File: src/rtl/id_stage_pipe.sv
// id_stage_pipe: handshaked MIPS decode stage holding IF/ID, ID/EX and the register file.
// Optional feature macro ID_BYPASS_EN: writeback data is written through to same-cycle ID reads.
module id_stage_pipe #(
   parameter int unsigned DATA_W  = 32,
   parameter int unsigned REG_NUM = 32
) (
   input  logic              clk,
   input  logic              reset,
   input  logic              in_valid,
   output logic              in_ready,
   input  logic [31:0]       in_instr,
   input  logic [31:0]       in_pc,
   input  logic [4:0]        in_exc,
   input  logic              hz_stall,
   input  logic              flush,
   input  logic              fwd_rs_en,
   input  logic              fwd_rt_en,
   input  logic [DATA_W-1:0] fwd_rs_data,
   input  logic [DATA_W-1:0] fwd_rt_data,
   input  logic              wb_we,
   input  logic [4:0]        wb_addr,
   input  logic [DATA_W-1:0] wb_data,
   output logic              redirect,
   output logic [31:0]       redirect_pc,
   output logic              out_valid,
   input  logic              out_ready,
   output logic [31:0]       out_instr,
   output logic [31:0]       out_pc,
   output logic [DATA_W-1:0] out_rs_data,
   output logic [DATA_W-1:0] out_rt_data,
   output logic [DATA_W-1:0] out_imm,
   output logic [4:0]        out_exc
);

   localparam int unsigned AW = (REG_NUM > 1) ? $clog2(REG_NUM) : 1;
   localparam logic [4:0] EXC_RI = 5'd10;

   logic              id_valid_q;
   logic [31:0]       id_instr_q, id_pc_q;
   logic [4:0]        id_exc_q;
   logic              out_valid_q;
   logic [31:0]       out_instr_q, out_pc_q;
   logic [DATA_W-1:0] out_rs_q, out_rt_q, out_imm_q;
   logic [4:0]        out_exc_q;
   logic [DATA_W-1:0] rf_q [REG_NUM];

   logic              advance, legal, kill, taken;
   logic [5:0]        op, dec_op;
   logic [31:0]       dec_instr, pc_plus4, br_target, target;
   logic [4:0]        dec_exc, rs_addr, rt_addr;
   logic [15:0]       imm16;
   logic [DATA_W-1:0] rs_rf, rt_rf, rs_val, rt_val, imm;

   // Faulted or undefined instructions travel down the pipe as an all-zero nop.
   always_comb begin
      op        = id_instr_q[31:26];
      legal     = op inside {6'h00, 6'h02, 6'h03, 6'h04, 6'h05, 6'h06, 6'h07, 6'h08, 6'h09,
                             6'h0a, 6'h0c, 6'h0d, 6'h0e, 6'h0f, 6'h23, 6'h2b};
      kill      = (id_exc_q != 5'd0) || !legal;
      dec_instr = kill ? 32'h0 : id_instr_q;
      dec_exc   = (id_exc_q != 5'd0) ? id_exc_q : (legal ? 5'd0 : EXC_RI);
      dec_op    = dec_instr[31:26];
      rs_addr   = dec_instr[25:21];
      rt_addr   = dec_instr[20:16];
      imm16     = dec_instr[15:0];
   end

   always_comb begin
      rs_rf = '0;
      rt_rf = '0;
      if (rs_addr != 5'd0 && 32'(rs_addr) < REG_NUM) rs_rf = rf_q[rs_addr[AW-1:0]];
      if (rt_addr != 5'd0 && 32'(rt_addr) < REG_NUM) rt_rf = rf_q[rt_addr[AW-1:0]];
`ifdef ID_BYPASS_EN
      if (wb_we && wb_addr == rs_addr && rs_addr != 5'd0 && 32'(rs_addr) < REG_NUM)
         rs_rf = wb_data;
      if (wb_we && wb_addr == rt_addr && rt_addr != 5'd0 && 32'(rt_addr) < REG_NUM)
         rt_rf = wb_data;
`endif
      rs_val = fwd_rs_en ? fwd_rs_data : rs_rf;
      rt_val = fwd_rt_en ? fwd_rt_data : rt_rf;
   end

   always_comb begin
      case (dec_op)
         6'h0c, 6'h0d, 6'h0e: imm = DATA_W'(imm16);
         6'h0f:               imm = DATA_W'(signed'({imm16, 16'h0000}));
         default:             imm = DATA_W'(signed'(imm16));
      endcase
   end

   always_comb begin
      pc_plus4  = id_pc_q + 32'd4;
      br_target = pc_plus4 + {{14{imm16[15]}}, imm16, 2'b00};
      taken     = 1'b0;
      target    = br_target;
      case (dec_op)
         6'h00: begin
            if (dec_instr[5:0] == 6'b001000) begin
               taken  = 1'b1;
               target = rs_val[31:0];
            end
         end
         6'h02, 6'h03: begin
            taken  = 1'b1;
            target = {pc_plus4[31:28], dec_instr[25:0], 2'b00};
         end
         6'h04: taken = (rs_val == rt_val);
         6'h05: taken = (rs_val != rt_val);
         6'h06: taken = rs_val[DATA_W-1] || (rs_val == '0);
         6'h07: taken = !rs_val[DATA_W-1] && (rs_val != '0);
         default: ;
      endcase
   end

   assign advance     = id_valid_q & ~hz_stall & (~out_valid_q | out_ready);
   assign in_ready    = ~id_valid_q | advance;
   assign redirect    = advance & taken & ~flush;
   assign redirect_pc = target;

   always_ff @(posedge clk) begin
      if (reset) begin
         id_valid_q  <= 1'b0;
         id_instr_q  <= '0;
         id_pc_q     <= '0;
         id_exc_q    <= '0;
         out_valid_q <= 1'b0;
         out_instr_q <= '0;
         out_pc_q    <= '0;
         out_rs_q    <= '0;
         out_rt_q    <= '0;
         out_imm_q   <= '0;
         out_exc_q   <= '0;
         for (int unsigned i = 0; i < REG_NUM; i++) rf_q[i] <= '0;
      end else begin
         if (flush) begin
            id_valid_q <= 1'b0;
         end else if (in_valid && in_ready) begin
            id_valid_q <= 1'b1;
            id_instr_q <= in_instr;
            id_pc_q    <= in_pc;
            id_exc_q   <= in_exc;
         end else if (advance) begin
            id_valid_q <= 1'b0;
         end

         if (flush) begin
            out_valid_q <= 1'b0;
         end else if (advance) begin
            out_valid_q <= 1'b1;
            out_instr_q <= dec_instr;
            out_pc_q    <= id_pc_q;
            out_rs_q    <= rs_val;
            out_rt_q    <= rt_val;
            out_imm_q   <= imm;
            out_exc_q   <= dec_exc;
         end else if (out_ready && out_valid_q) begin
            out_valid_q <= 1'b0;
         end

         // Writeback proceeds even while flushing.
         if (wb_we && wb_addr != 5'd0 && 32'(wb_addr) < REG_NUM)
            rf_q[wb_addr[AW-1:0]] <= wb_data;
      end
   end

   assign out_valid   = out_valid_q;
   assign out_instr   = out_instr_q;
   assign out_pc      = out_pc_q;
   assign out_rs_data = out_rs_q;
   assign out_rt_data = out_rt_q;
   assign out_imm     = out_imm_q;
   assign out_exc     = out_exc_q;

endmodule

File: config.mk
export PLATFORM = sky130hd
export DESIGN_NAME = id_stage_pipe
export DESIGN_NICKNAME = d
export VERILOG_FILES = /design/src/rtl/id_stage_pipe.sv
export SDC_FILE = /design/constraint.sdc
export NUM_CORES = 2
export LEC_CHECK = 0
export BUFFER_PORTS_ARGS = -buffer_cell sky130_fd_sc_hd__buf_2
export CAP_MARGIN = 30
export CORE_MARGIN = 2
export CORE_UTILIZATION = 30
export CTS_BUF_LIST = sky130_fd_sc_hd__clkbuf_8
export DETAILED_ROUTE_END_ITERATION = 10
export PLACE_DENSITY = 0.45
export SYNTH_ARGS = -nofsm -noshare
export SYNTH_HDL_FRONTEND = slang
export SYNTH_SLANG_ARGS = --single-unit
File: constraint.sdc
create_clock -name clk -period 6.9 [get_ports clk]
set_input_delay 0.69 -clock clk [delete_from_list [all_inputs] [get_ports clk]]
set_output_delay 0.69 -clock clk [all_outputs]
set_load 0.05 [all_outputs]
==> summary.md <==
| Metric | Value |
|---|---|
| Leak | `approximately 30 nW` |
| Highest ir drop seen on vdd | `~0.22 mV` |
| I/O Buffers | `approximately 380` |
| Clock slew at reported path FFs | `around 0.070 ns` |
| DIE AREA | `between 200,000 and 250,000 sq um` |
| Final net count | `roughly 7.6k` |
| Fin util | `approximately 37%` |
| Worst-Skew Late Latency | `about 1.1 ns` |
| Critical Path RT | `about 6.2 ns` |
| Initial antenna violation count | `52` |
| DRT iter0 DRCs | `10.2k` |
| Layout cells sized above 1 | `around 22%` |
| Post-Layout Cell Count | `between 10k and 15k` |
| Drt pass-1 iters | `10` |
| Clock buffer depth | `3` |
| Pre-CTS setup slack | `-0.585 ns` |
| Tcrit/Tclk final | `103%` |
| Commonest non-fill, non-tap cells in the layout | `edfxtp_1 (1,024), and2_1 (1,007), nand2_1 (617)` |
| CTS tree | `done` |
| Hold Crit Depth | `3` |
| Post-synthesis register bit count | `1,260` |
| Mapped Cells | `around 6.8k` |
| Overflow after GRT | `0` |
| Async set-or-reset flop fraction in the synthesized netlist | `0%` |
| Routed WL per cell | `about 41 um` |
| Crit Path Class | `reg2out` |
| Clock Power Share | `a little under two fifths` |
| R2r worst-path depth | `11` |
| Die Height | `485 um` |
| Hold path endpoint | `id_instr_q[20]$_SDFFE_PP0P_` |
| Vias in the first global route | `between 60k and 70k` |
| Via-to-Cell Ratio | `6.15` |
| Top FF cell, synth | `edfxtp_1` |
| Gr usage total | `between 30% and 40%` |
| Sequential power share | `44.6%` |
| Vias | `approximately 66k` |
| Initial Util | `a little under a third` |
| Placed insts | `approximately 10k` |
| Logic pwr share | `about 18%` |
| Slew @ Worst Pin | `1.06 ns` |
| Highest Clock Rate | `approximately 0.14 GHz` |
| ANT nets after route | `0` |
| First-pass GRT wire length | `approximately 580,000 um` |
| Failing checks | `negative setup slack` |
| Routability Congestion | `1.01` |
| Switching power | `~6.6 mW` |
| Placeable Area | `between 200,000 and 250,000 sq um` |
| Min-delay src | `in_instr[20]` |
| Yosys cell types | `about 100` |
| Pins over their slew limit | `0` |
| Max Cap Viol | `0` |
| Crit path DAT | `roughly 6.4 ns` |
| Final setup margin | `-0.214 ns` |
| R2r startpoint | `id_exc_q[0]$_SDFFE_PP0P_` |
| Area Overhead vs Synth | `22.7%` |
| H-tree Lvls | `4` |
| Clock Skew | `0.0997 ns` |
| Crit. End Element | `output port` |
| Sw Ratio | `between 30% and 40%` |
| Top Ports | `about 380` |
| Hold Violations, Final | `0` |
| Synthesized area | `slightly below 70,000 sq um` |
| Post-Syn Area per Cell | `a little over 10 sq um` |
| Sink Count | `around 1.3k` |
| Setup violators final | `1` |
| R2R setup slack | `2.61 ns` |
| Clock Tree Root | `clkbuf_8` |
| Power Density | `~230 nW/um^2` |
| Overall power | `~20 mW` |
| CTS buffer count | `237` |
| Total Wirelength | `440,000 um` |
| Int Pwr | `between 10 and 15 mW` |
| Unrepaired setup endpoints after global routing | `true` |
| Num rows | `approximately 180` |
| Fin crit period | `7.11 ns` |
| Largest net degree at the start of global routing | `approximately 150` |
| Startpoint types | `flip-flop` |
| Warning count from the yosys run | `0` |
| Hold Crit Class | `in2reg` |
| RR Endpoint | `out_rt_data[1]$_SDFFE_PP0P_` |
| DIE WIDTH | `485 um` |
| DRC | `0` |
| Number of synthesized flops with an enable pin | `between 1k and 1.5k` |
| Status | `finished with violations` |
| Relative slew slack | `28.9%` |
| Post-synthesis sequential area ratio | `about half` |
| Most common cell after layout, fill and taps aside | `edfxtp_1` |
| Max FO, Critical Path | `10` |
| Hpwl dp | `roughly 290,000 um` |
| Filler cell count | `~23k` |
==> area by class of cell <==
cell class | count | area [sq um] | share of cell area [%]
Sequential cell | 1260 | 35500 | 41.8
Multi-Input combinational cell | 4799 | 32500 | 38.2
Timing Repair Buffer | 1026 | 8270 | 9.73
Tap cell | 3026 | 3790 | 4.46
Clock buffer | 256 | 3520 | 4.15
Clock inverter | 178 | 1030 | 1.21
Inverter | 78 | 293 | 0.345
Antenna cell | 45 | 113 | 0.133
==> cell usage after synthesis, types with 140 or more instances <==
cell | count | area (sq um)
edfxtp_1 | 1024 | 30700
nand3_1 | 140 | 701
dfxtp_1 | 236 | 4720
clkbuf_1 | 454 | 1700
mux2_2 | 144 | 1620
mux2i_1 | 345 | 3450
nand2_1 | 625 | 2350
o21ai_0 | 266 | 1330
a21oi_1 | 456 | 2280
and2_1 | 1010 | 6320
nor2_1 | 326 | 1220
==> what timing repair did <==
| action | CTS | global route |
|---|---|---|
| hold endpoints to repair | 63 | 1 |
| gates resized for setup | 170 | 39 |
| hold buffers | 64 | 1 |
| setup endpoints to repair | 11 | 8 |
| cloned | 12 | 1 |
| pin swaps | 45 | 18 |
| buffers inserted | 97 | 7 |
==> per-layer routing <==
metal / GRT usage [%] / up-vias / share of wire [%]
li1: - / 26364 / -
met1: 46.1 / 33025 / 39
met2: 52.4 / 4934 / 41
met3: 11.4 / 1304 / 11
met4: 24.1 / 20 / 7.9
met5: 0 / - / 0.027
==> metrics by stage <==
step,area (sq um),hold WS (ns),TNS [ns]
after detailed placement,77400,0.445,-0.585
after floorplan,69400,0.432,0
final,85000,0.0433,-0.214
after global placement,77200,0.439,-0.551
after global routing,84900,0.0320,-0.252
after CTS,84600,0.00504,-0.0170
==> power groups by stage <==
stage	combinational (mW)	clock [mW]	sequential (mW)
2_1_floorplan	1.48	0	8.93
3_3_place_gp	3.19	0	9.01
3_5_place_dp	3.20	0	9.01
4_1_cts	3.45	7.44	8.85
5_1_grt	3.62	7.76	8.89
6_report	3.63	7.40	8.87
==> state kept, by name (all words and copies together), names as in the netlist <==
signal       count
id_exc_q         5
out_rt_data     32
out_exc          5
rf_q          1024
out_rs_data     32
out_valid        1
id_valid_q       1
out_imm         32
out_pc          32
out_instr       32
id_instr_q      32
id_pc_q         32
==> cells by family after synthesis <==
| logic type | count (synthesis) | synth area share, % |
|---|---|---|
| muxes | 498 | 7.62 |
| xor gates and xnor gates | 75 | 0.948 |
| other | 1 | 0.00541 |
| AOI/OAI and AO/OA | 1710 | 16.6 |
| adders and majority gates | 31 | 0.571 |
| DFF | 1260 | 51.2 |
| and+or+nand+nor | 2449 | 18.6 |
| buffers and inverters | 738 | 4.38 |
==> how the worst max path moves through the flow <==
stage,start,end,slack [ns],cells past startpoint
after floorplan,id_instr_q[29]$_SDFFE_PP0P_,redirect_pc[30],0.15,28
after global placement,id_instr_q[27]$_SDFFE_PP0P_,redirect,-0.55,19
after detailed placement,id_exc_q[0]$_SDFFE_PP0P_,redirect,-0.58,18
after CTS,id_instr_q[26]$_SDFFE_PP0P_,redirect,-0.02,23
after global routing,id_instr_q[31]$_SDFFE_PP0P_,redirect,-0.21,22
final,id_instr_q[30]$_SDFFE_PP0P_,redirect,-0.21,18
==> worst max-delay path: stages (launching register included) <==
cell and delay [ns]:
dfxtp_1 0.37, buf_4 0.25, nand2b_1 0.44, nor4_2 0.48
nand3_2 0.47, a21oi_1 0.25, o21ai_0 0.15, nor4b_2 0.20
o221ai_2 0.38, a22oi_1 0.21, xor2_1 0.19, or4_4 0.62
nor4_4 0.31, buf_4 0.17, a31oi_1 0.11, xnor2_1 0.15
a31oi_1 0.26, nor2_2 0.12, buf_12 0.19
No activity file was read; power rests on OpenSTA's default activity.
